File: src/rtl/rv_decode_buffer.sv
// RV32 pre-decode stage: classifies each fetched instruction and extracts its operand fields
// before the instruction enters a small ready/valid FIFO that feeds issue.
module rv_decode_buffer #(
  parameter int unsigned DEPTH         = 2,
  parameter bit          ENABLE_ATOMIC = 1'b1,
  parameter bit          ENABLE_MUL    = 1'b1,
  parameter bit          ENABLE_CSR    = 1'b1,
  parameter int unsigned CNT_W         = 16
) (
  input  logic             clk,
  input  logic             rst_n,
  input  logic             flush,
  input  logic             in_valid,
  output logic             in_ready,
  input  logic [31:0]      in_instr,
  input  logic [31:0]      in_pc,
  output logic             out_valid,
  input  logic             out_ready,
  output logic [31:0]      out_instr,
  output logic [31:0]      out_pc,
  output logic [3:0]       out_class,
  output logic [4:0]       out_rd,
  output logic [4:0]       out_rs1,
  output logic [4:0]       out_rs2,
  output logic [31:0]      out_imm,
  output logic             out_illegal,
  output logic [CNT_W-1:0] illegal_count
);

  localparam int unsigned  AW      = $clog2(DEPTH);
  localparam logic [AW:0]  LP_FULL = (AW+1)'(DEPTH);

  localparam logic [3:0] C_LOAD   = 4'd0;
  localparam logic [3:0] C_STORE  = 4'd1;
  localparam logic [3:0] C_JAL    = 4'd2;
  localparam logic [3:0] C_LUI    = 4'd3;
  localparam logic [3:0] C_SYSTEM = 4'd4;
  localparam logic [3:0] C_JALR   = 4'd5;
  localparam logic [3:0] C_AUIPC  = 4'd6;
  localparam logic [3:0] C_BRANCH = 4'd7;
  localparam logic [3:0] C_OPIMM  = 4'd8;
  localparam logic [3:0] C_OP     = 4'd9;
  localparam logic [3:0] C_AMO    = 4'd10;
  localparam logic [3:0] C_ILL    = 4'd15;

  logic [6:0]  w_op;
  logic [2:0]  w_f3;
  logic [6:0]  w_f7;
  logic [31:0] w_imm_i;
  logic [31:0] w_imm_s;
  logic [31:0] w_imm_b;
  logic [31:0] w_imm_u;
  logic [31:0] w_imm_j;
  logic [3:0]  w_class;
  logic [31:0] w_imm;
  logic [4:0]  w_rd;
  logic        w_illegal;
  logic        w_push;
  logic        w_pop;

  logic [31:0] r_instr [DEPTH];
  logic [31:0] r_pc    [DEPTH];
  logic [3:0]  r_class [DEPTH];
  logic [4:0]  r_rd    [DEPTH];
  logic [4:0]  r_rs1   [DEPTH];
  logic [4:0]  r_rs2   [DEPTH];
  logic [31:0] r_imm   [DEPTH];
  logic        r_ill   [DEPTH];

  logic [AW-1:0]    r_wptr;
  logic [AW-1:0]    r_rptr;
  logic [AW:0]      r_count;
  logic [CNT_W-1:0] r_ill_cnt;

  assign w_op    = in_instr[6:0];
  assign w_f3    = in_instr[14:12];
  assign w_f7    = in_instr[31:25];
  assign w_imm_i = {{20{in_instr[31]}}, in_instr[31:20]};
  assign w_imm_s = {{20{in_instr[31]}}, in_instr[31:25], in_instr[11:7]};
  assign w_imm_b = {{19{in_instr[31]}}, in_instr[31], in_instr[7], in_instr[30:25],
                    in_instr[11:8], 1'b0};
  assign w_imm_u = {in_instr[31:12], 12'h000};
  assign w_imm_j = {{11{in_instr[31]}}, in_instr[31], in_instr[19:12], in_instr[20],
                    in_instr[30:21], 1'b0};

  // Every legal opcode ends in 2'b11, so a compressed encoding falls into the default arm.
  always_comb begin
    w_class = C_ILL;
    w_imm   = 32'h0;
    case (w_op)
      7'b0000011: begin w_class = C_LOAD;   w_imm = w_imm_i; end
      7'b0100011: begin w_class = C_STORE;  w_imm = w_imm_s; end
      7'b1101111: begin w_class = C_JAL;    w_imm = w_imm_j; end
      7'b0110111: begin w_class = C_LUI;    w_imm = w_imm_u; end
      7'b1100111: begin w_class = C_JALR;   w_imm = w_imm_i; end
      7'b0010111: begin w_class = C_AUIPC;  w_imm = w_imm_u; end
      7'b1100011: begin w_class = C_BRANCH; w_imm = w_imm_b; end
      7'b0010011: begin w_class = C_OPIMM;  w_imm = w_imm_i; end
      7'b1110011: begin
        if (ENABLE_CSR || (w_f3 == 3'b000)) begin
          w_class = C_SYSTEM;
          w_imm   = w_imm_i;
        end
      end
      7'b0110011: begin
        if ((w_f7 == 7'b0000000) || (w_f7 == 7'b0100000) ||
            (ENABLE_MUL && (w_f7 == 7'b0000001))) begin
          w_class = C_OP;
        end
      end
      7'b0101111: begin
        if (ENABLE_ATOMIC) w_class = C_AMO;
      end
      default: ;
    endcase
  end

  assign w_illegal = (w_class == C_ILL);
  assign w_rd      = (w_illegal || (w_class == C_STORE) || (w_class == C_BRANCH)) ?
                     5'd0 : in_instr[11:7];

  assign in_ready  = (r_count != LP_FULL);
  assign out_valid = (r_count != '0);
  assign w_push    = in_valid && in_ready && !flush;
  assign w_pop     = out_valid && out_ready && !flush;

  // Storage resets to a decoded NOP so the empty-FIFO outputs are well defined.
  always_ff @(posedge clk or negedge rst_n) begin
    if (!rst_n) begin
      for (int i = 0; i < int'(DEPTH); i++) begin
        r_instr[i] <= 32'h0000_0033;
        r_pc[i]    <= 32'h0;
        r_class[i] <= C_OP;
        r_rd[i]    <= 5'd0;
        r_rs1[i]   <= 5'd0;
        r_rs2[i]   <= 5'd0;
        r_imm[i]   <= 32'h0;
        r_ill[i]   <= 1'b0;
      end
    end else if (w_push) begin
      r_instr[r_wptr] <= in_instr;
      r_pc[r_wptr]    <= in_pc;
      r_class[r_wptr] <= w_class;
      r_rd[r_wptr]    <= w_rd;
      r_rs1[r_wptr]   <= in_instr[19:15];
      r_rs2[r_wptr]   <= in_instr[24:20];
      r_imm[r_wptr]   <= w_imm;
      r_ill[r_wptr]   <= w_illegal;
    end
  end

  always_ff @(posedge clk or negedge rst_n) begin
    if (!rst_n) begin
      r_wptr  <= '0;
      r_rptr  <= '0;
      r_count <= '0;
    end else if (flush) begin
      r_wptr  <= '0;
      r_rptr  <= '0;
      r_count <= '0;
    end else begin
      if (w_push) r_wptr <= r_wptr + AW'(1);
      if (w_pop)  r_rptr <= r_rptr + AW'(1);
      if (w_push && !w_pop)      r_count <= r_count + (AW+1)'(1);
      else if (!w_push && w_pop) r_count <= r_count - (AW+1)'(1);
    end
  end

  always_ff @(posedge clk or negedge rst_n) begin
    if (!rst_n) begin
      r_ill_cnt <= '0;
    end else if (w_pop && r_ill[r_rptr] && (r_ill_cnt != '1)) begin
      r_ill_cnt <= r_ill_cnt + CNT_W'(1);
    end
  end

  assign out_instr     = r_instr[r_rptr];
  assign out_pc        = r_pc[r_rptr];
  assign out_class     = r_class[r_rptr];
  assign out_rd        = r_rd[r_rptr];
  assign out_rs1       = r_rs1[r_rptr];
  assign out_rs2       = r_rs2[r_rptr];
  assign out_imm       = r_imm[r_rptr];
  assign out_illegal   = r_ill[r_rptr];
  assign illegal_count = r_ill_cnt;

endmodule

File: config.mk
export PLATFORM = sky130hd
export DESIGN_NAME = rv_decode_buffer
export DESIGN_NICKNAME = d
export VERILOG_FILES = /design/src/rtl/rv_decode_buffer.sv
export SDC_FILE = /design/constraint.sdc
export NUM_CORES = 1
export LEC_CHECK = 0
export CORE_ASPECT_RATIO = 0.9
export CORE_UTILIZATION = 40
export DETAILED_ROUTE_END_ITERATION = 6
export DONT_BUFFER_PORTS = 1
export PLACE_DENSITY = 0.58
export SETUP_SLACK_MARGIN = 0.15
export SLEW_MARGIN = 20
export SYNTH_ARGS = -nofsm -noshare
export SYNTH_HDL_FRONTEND = slang
export SYNTH_SLANG_ARGS = --single-unit
File: constraint.sdc
create_clock -name clk -period 6.15 [get_ports clk]
set_input_delay 1.23 -clock clk [delete_from_list [all_inputs] [get_ports clk]]
set_output_delay 1.23 -clock clk [all_outputs]
set_load 0.01 [all_outputs]
**Word-level counts from Yosys, hierarchy flattened**

Index checks and enable logic that the tools add are counted.

- Output and inout port bits: 134
- Input port bits: 69
- Register bits after elaboration: 252

- Bitwise gates (word level): 2
- Muxes and demuxes: 51
- $add $sub $neg: 5
- Order comparisons: 3
- Reductions and logical operators: 23
- Eq/ne operators: 18

Operators with widths:

| kind | number |
|---|---|
| 32-bit two-way mux | 10 |
| 64-bit bitwise mux | 3 |
| 32-bit case mux with 5 select lines | 1 |
| 5-bit two-way mux | 11 |
| 4-bit case mux with 11 select lines | 1 |
| 7-bit by 6-bit equality test with 1-bit output, second input constant | 5 |
| 32-bit demux with 1-bit select | 1 |
| 10-bit bitwise mux | 3 |
| 7-bit equality test, second input constant | 4 |
| 16-bit by 1-bit adder with 16-bit output, second input constant | 1 |
| 4-bit two-way mux | 4 |
| 16-bit != test, second input constant | 1 |
| 7-bit by 5-bit equality test with 1-bit output, second input constant | 2 |
| 1-bit logical AND | 9 |
| 8-bit bitwise mux | 1 |
| 1-bit two-way mux | 8 |
| 7-bit by 1-bit equality test with 1-bit output, second input constant | 1 |
| 7-bit by 2-bit equality test with 1-bit output, second input constant | 1 |
| 7-bit logical NOT | 1 |
| 2-bit two-way mux | 3 |
| 2-bit nonzero test | 3 |
| 5-bit demux with 1-bit select | 1 |
| 4-bit demux with 1-bit select | 1 |
| 4-bit by 1-bit equality test with 1-bit output, second input constant | 1 |
| 17 further kinds | 25 |

**Logic depth before layout (Yosys ltp)**

Gate-level depths: netlist of run 1.

- Word-level depth: 10
- Depth in mapped cells: 8
- Depth with buffers taken out: 5

**Worst setup path before layout of run 1**

Ideal clock, no wire load.

- Path type: register to output
- Start point: register r_rptr
- End point: output out_rs1[0]
- Stages on the path, launching flop included: 6
- Data arrival time: 1,656 ps
- Setup slack: 3,264 ps
- Cells stage by stage: dfrtp_1 buf_4 clkbuf_1 clkbuf_1 mux2_2 buf_4

- Word-level cells in the longest chain between the ends: 4

Ends and longest elaborated chain:

| item | line | RTL |
|---|---|---|
| start, declared | 71 | `logic [AW-1:0] r_rptr;` |
| start signal, assigned | 163 | `if (w_pop) r_rptr <= r_rptr + AW'(1);` |
| 1-bit inverter with 2-bit output (implied by the code) | 181 | `assign out_rs1 = r_rs1[r_rptr];` |
| 5-bit two-way mux (implied by the code) (3 in a row) | 181 |  |
| end, declared | 23 | `output logic [4:0] out_rs1,` |

No other way between the ends. The select of a mux whose other input is x is not followed.

**Worst setup path in the final report of run 1**

- Start point: register r_rptr
- End point: output out_instr[18]

- Word-level cells in the longest chain between the ends: 4

Ends and longest elaborated chain:

| item | line | RTL |
|---|---|---|
| 1-bit inverter with 2-bit output (implied by the code) | 177 | `assign out_instr = r_instr[r_rptr];` |
| 32-bit two-way mux (implied by the code) (3 in a row) | 177 |  |
| end, declared | 19 | `output logic [31:0] out_instr,` |

No other way between the ends. The select of a mux whose other input is x is not followed.

==> results.py, run 1 <==
metrics = {
    "timing": {
        "max_freq_mhz": 254,
        "hold_viol_final": 0,
        "setup_violations": 0,
        "worst_slew_pin_slew_ps": 1060,
        "worst_clock_skew_ps": 13.5,
        "slew_viol_final": 0,
        "rsz0062_at_grt": "no",
        "hold_slack_ps": 394,
        "fin_crit_sh_pct": 64.0,
        "tns_ps": 0,
        "min_period_ps": 3940,
        "slew_headroom_pct": 29.6,
    },
    "power_and_ir_drop": {
        "powerDensity_nw_per_um2": 360,
        "power.share.clock_pct": 37.2,
        "switching_share_pct": 28.3,
        "p_int_mw": 3.03,
        "p_comb_share_pct": 15.3,
        "leakage_nw": 5.66,
        "seqPwrFrac_pct": 47.5,
        "irDropWorstVdd_mv": 0.213,
        "p_switching_mw": 1.20,
    },
    "floorplan": {
        "ioPinCount": 203,
        "die_w_um": 175,
        "die_y_um": 157,
        "start_util_pct": 41.0,
        "rows": 56,
        "die-area_um2": 27500,
        "core_um2": 26200,
    },
    "synth": {
        "synth-compound-area-share_pct": 8.08,
        "synth.most_common_cell": "nand2_1",
        "yosysTopAreaCell": "dfrtp_1",
        "yosysUniqueCellTypes": 59,
        "synth_fa_ha_area_share_pct": 0.116,
        "async_flop_share_pct": 100,
        "synthCells": 1089,
        "synth_commonest_cells": "nand2_1 (415), dfrtp_1 (220), mux2_2 (122)",
        "synth-xor-area-share_pct": 1.47,
        "synth_top_family_by_area": "simple AND/OR/NAND/NOR gates",
        "netlist_area_um2": 10700,
        "synth_area_leaders": "dfrtp_1 (51%), nand2_1 (15%), mux2_2 (13%), dfstp_2 (2.9%), a22o_1 (2.1%)",
        "synthSimpleGateAreaFrac_pct": 19.5,
        "synth_top_area_share_pct": 51.3,
        "syn-num-nets": 1159,
        "yosys_warnings": 0,
        "ys_seq_area_share_pct": 54.2,
        "synth-edff-count": 0,
        "avgSynthCellArea_um2": 9.86,
        "synth_ff_type": "dfrtp_1",
        "ys_ff_latch": 232,
        "muxShareOfSynthArea_pct": 13.0,
    },
    "drt": {
        "drt-vias-per-instance": 5.23,
        "vias": 7406,
        "drcViolationCount": 0,
        "dr.pass1.iters": 5,
        "final_antenna_net_count": 0,
        "drt_iter0_markers": 435,
        "wire_per_inst_um": 19.0,
        "wl_um": 26900,
    },
    "global_route": {
        "groute.usage.overall_pct": 19.7,
        "first_global_vias": 7411,
        "grt_pass1_wl_um": 43000,
        "antenna_found_initial": 0,
        "overflow": 0,
        "grt_max_degree": 233,
    },
    "outcome": {
        "status": "completed",
    },
    "critical_path": {
        "cp-start-kind": "register",
        "cp_max_fo": 70,
        "cp.required_ps": 4920,
        "rrSetupSlack_ps": 3420,
        "arrival_ps": 2710,
        "crit_type": "reg2out",
        "cp-end-kind": "output port",
    },
    "placed_design": {
        "placedCellCount": 1367,
        "placed_area_um2": 10900,
        "gp_congestion": 0.784,
        "hpwl_um": 16200,
        "port_buffers": 0,
    },
    "final_layout": {
        "drive_above_1_share_pct": 19.0,
        "final_area_um2": 11800,
        "fillers": 2463,
        "layout.cells.non_filler": 1415,
        "area_growth_pct": 9.42,
        "layout.nets": 1117,
        "n_antenna_cell": 0,
    },
    "clocking": {
        "postCtsSetupBuffers": 0,
        "root_buffer": "clkbuf_16",
        "cts_buffers": 26,
        "hold_buffers": 0,
        "clockBufferDepth": 3,
        "post_cts_resized": 0,
        "clock_latency_ps": 530,
        "cts_tree": "built",
        "cts.clk_slew.worst_paths_ps": 60,
        "cts.sinks": 232,
        "htree_levels": 1,
    },
    "run": {
        "maxCapViolations": 0,
    },
    "worst_hold_path": {
        "hold_path.class": "in2async",
    },
}
## cell type report
cell class	count	area [um2]	share of cell area, %
Clock buffer	33	738	6.28
Inverter	6	22.5	0.192
Multi-Input combinational cell	776	4550	38.7
Timing Repair Buffer	5	50.0	0.426
Sequential cell	232	5820	49.6
Clock inverter	15	138	1.17
Tap cell	348	435	3.70
## worst paths after layout
| kind | startpoint | to | cells past startpoint |
|---|---|---|---|
| hold / removal | rst_n | illegal_count[14]$_DFFE_PN0P_ | 0 |
| min in group clk | r_instr[33]$_DFFE_PN1P_ | r_instr[33]$_DFFE_PN1P_ | 2 |
| setup reg to reg | r_count[0]$_DFFE_PN0P_ | r_rd[6]$_DFFE_PN0P_ | 6 |
| setup / recovery | r_rptr$_DFFE_PN0P_ | out_instr[18] | 2 |
| max in group asynchronous | rst_n | r_instr[4]$_DFFE_PN1P_ | 0 |
| hold reg to reg | r_instr[33]$_DFFE_PN1P_ | r_instr[33]$_DFFE_PN1P_ | 2 |
## worst max-delay path, stage by stage, from the launching register on
cell     delay [ps]
dfrtp_4        1110
buf_4           570
mux2_2          460
## per-layer routing
metal,share of wire (%),global-route usage (%),vias up
met5,0,0,-
met4,1.8,4.06,0
met3,7.7,5.00,34
met2,43,29.5,234
met1,48,28.6,3595
li1,-,-,3543
## cell families after synthesis
kind of cell | after synthesis
adders and majority gates | 1
DFF | 232
and+or+nand+nor | 514
xor gates and xnor gates | 18
buffers and inverters | 81
muxes | 124
AOI/OAI and AO/OA | 119
## power groups by stage
stage	Sequential, mW	Combinational [mW]	Clock, mW
3_3_place_gp	2.03	0.637	0
5_1_grt	2.04	0.734	1.68
6_report	2.01	0.647	1.57
2_1_floorplan	1.96	0.589	0
3_5_place_dp	2.03	0.656	0
4_1_cts	2.01	0.658	1.62
## stage by stage
stage	power, mW	worst slack, ps	utilization, %
after floorplan	2.55	3260	-
after CTS	4.29	2140	44.8
after global routing	4.46	2060	44.9
final	4.23	2210	44.9
after global placement	2.67	2750	41.5
after detailed placement	2.68	2720	41.5
## cell usage in the layout (no fill, tap or decap), drive strengths merged, types with 6 or more instances in the layout
| master | count |
|---|---|
| a211o | 14 |
| a21oi | 31 |
| a22o | 26 |
| clkbuf | 33 |
| clkinv | 8 |
| dfrtp | 220 |
| dfstp | 12 |
| inv | 6 |
| mux2 | 122 |
| nand2 | 415 |
| nand2b | 7 |
| nand4 | 6 |
| nor2 | 52 |
| o21ai | 12 |
| o221ai | 12 |
| xnor2 | 10 |
| xor2 | 8 |
## registers in the layout, indices dropped and copies added (netlist names)
name / cells
r_imm: 64
r_instr: 64
r_pc: 64
illegal_count: 16
r_rd: 10
r_class: 8
r_count: 2
r_ill: 2
r_rptr: 1
r_wptr: 1
Power figures use the tool's default switching activity.
==> inputs of run 2 (changes only) <==
--- a/config.mk
+++ b/config.mk
@@ -9,7 +9,7 @@
 export CORE_UTILIZATION = 40
 export DETAILED_ROUTE_END_ITERATION = 6
 export DONT_BUFFER_PORTS = 1
-export PLACE_DENSITY = 0.58
+export PLACE_DENSITY = 0.6
 export SETUP_SLACK_MARGIN = 0.15
 export SLEW_MARGIN = 20
 export SYNTH_ARGS = -nofsm -noshare
==> constraint.sdc (replaced) <==
create_clock -name clk -period 3.45 [get_ports clk]
set_input_delay 0.69 -clock clk [delete_from_list [all_inputs] [get_ports clk]]
set_output_delay 0.69 -clock clk [all_outputs]
set_load 0.01 [all_outputs]
==> run 2 against run 1 <==
Global-route usage hardly changed. The run now ends with negative hold slack left. Register-to-register slack worse by 2200 ps. Sequential power is 77% higher. Wire length is 0.98% higher. Clock skew is 4.9 ps lower. Clock power is 85% higher.
==> results.py, run 2 (synthesis results as in run 1) <==
metrics = {
    "worst_hold_path": {
        "hold_path.class": "in2async",
    },
    "timing": {
        "setup_ws_ps": 659,
        "rsz0062_at_grt": "no",
        "worst_clock_skew_ps": 8.57,
        "slew_headroom_pct": 50.4,
        "min_period_ps": 2790,
        "fin_crit_sh_pct": 80.9,
        "hold_viol_final": 220,
        "max_freq_mhz": 358,
        "worst_slew_pin_slew_ps": 742,
        "tns_ps": 0,
        "slew_viol_final": 0,
        "hold_slack_ps": -143,
        "setup_violations": 0,
    },
    "clocking": {
        "clockBufferDepth": 3,
        "cts_buffers": 27,
        "cts.clk_slew.worst_paths_ps": 60,
        "cts.sinks": 232,
        "htree_levels": 1,
        "cts_tree": "built",
        "clock_latency_ps": 520,
        "root_buffer": "clkbuf_16",
    },
    "global_route": {
        "grt_max_degree": 233,
        "antenna_found_initial": 0,
        "groute.usage.overall_pct": 19.7,
        "overflow": 0,
        "first_global_vias": 7363,
        "grt_pass1_wl_um": 42700,
    },
    "critical_path": {
        "cp_slowest_cell": "dfrtp_4",
        "rrSetupSlack_ps": 1250,
        "cp-end-kind": "output port",
        "cp.required_ps": 2760,
        "cp_max_fo": 30,
        "crit_type": "reg2out",
        "crit_chain": "buf_4, mux2_2",
        "arrival_ps": 2100,
        "max_stage_delay_ps": 650,
        "critical_path_buf_inv_count": 1,
        "cp_top_family": "flip-flops",
        "cp-start-kind": "register",
    },
    "final_layout": {
        "top_regs": "r_imm x64, r_instr x64, r_pc x64",
        "seqCellArea_um2": 5820,
        "multiInputGateArea_um2": 4540,
        "fillers": 2487,
        "final_common_cell": "nand2_1",
        "layout_common_cells": "nand2_1 (415), dfrtp_1 (219), mux2_2 (122)",
        "layout.nets": 1127,
        "area_growth_pct": 10.4,
        "n_antenna_cell": 0,
        "drive_above_1_share_pct": 19.3,
    },
    "drt": {
        "dr.pass1.iters": 4,
        "drcViolationCount": 0,
        "drt-vias-per-instance": 5.27,
        "wire_per_inst_um": 19.1,
        "drt_iter0_markers": 614,
        "wl_um": 27200,
        "vias": 7511,
        "final_antenna_net_count": 0,
    },
    "placed_design": {
        "place_ws_ps": 972,
        "hpwl_um": 17200,
        "port_buffers": 0,
        "gp_congestion": 0.770,
    },
    "floorplan": {
        "die_w_um": 175,
        "start_util_pct": 41.0,
        "die_y_um": 157,
        "die-area_um2": 27500,
        "rows": 56,
        "ioPinCount": 203,
        "core_um2": 26200,
    },
    "outcome": {
        "status": "finished with violations",
        "violations": "negative hold slack",
    },
    "power_and_ir_drop": {
        "fin_total_pwr_mw": 7.66,
        "irDropWorstVdd_mv": 0.361,
        "leakage_nw": 5.72,
        "powerDensity_nw_per_um2": 646,
    },
    "run": {
        "maxCapViolations": 0,
    },
}
[run 2: final timing paths]
kind | endpoint | startpoint | cells past startpoint
worst max register to register | r_imm[47]$_DFFE_PN0P_ | r_count[0]$_DFFE_PN0P_ | 5
worst min-delay path | illegal_count[12]$_DFFE_PN0P_ | rst_n | 0
max in group asynchronous | r_imm[14]$_DFFE_PN0P_ | rst_n | 0
worst min register to register | r_instr[36]$_DFFE_PN1P_ | r_instr[36]$_DFFE_PN1P_ | 2
min in group clk | r_rptr$_DFFE_PN0P_ | flush | 1
worst max-delay path | out_pc[9] | r_rptr$_DFFE_PN0P_ | 2
[run 2: worst register-to-register path: stages, from the launching register on]
cell,delay (ps)
dfrtp_1,430
nand2b_2,250
nand2_1,110
or3_4,600
a21oi_2,510
a21oi_1,150
[run 2: per-layer routing]
| layer | global-route usage (%) | part of all wire [%] | up-vias |
|---|---|---|---|
| li1 | - | - | 3561 |
| met1 | 26.6 | 45 | 3690 |
| met2 | 30.4 | 44 | 222 |
| met3 | 6.79 | 9.0 | 38 |
| met4 | 4.39 | 1.9 | 0 |
| met5 | 0 | 0 | - |
[run 2: layout make-up]
type	count	share of cell area [%]
Clock inverter	11	1.17
Inverter	6	0.190
Timing Repair Buffer	14	1.10
Sequential cell	232	49.1
Clock buffer	38	6.47
Tap cell	348	3.67
Multi-Input combinational cell	776	38.3
[run 2: power breakdown]
group          switching [mW]  internal [mW]
sequential              0.296           3.25
clock                    1.14           1.77
combinational           0.700          0.501
[run 2: what timing repair did]
item	CTS	global route
gates resized for setup	0	0
buffers inserted	0	0
hold endpoints to repair	220	220
[run 2: through the flow]
step,std cells,cell area (um2),util [%],hold slack [ps]
after floorplan,1089,10700,-,394
after global placement,1376,11000,41.8,399
after detailed placement,1376,11000,41.8,399
after CTS,1425,11900,45.3,-168
after global routing,1425,11900,45.3,-172
final,1425,11900,45.3,-143
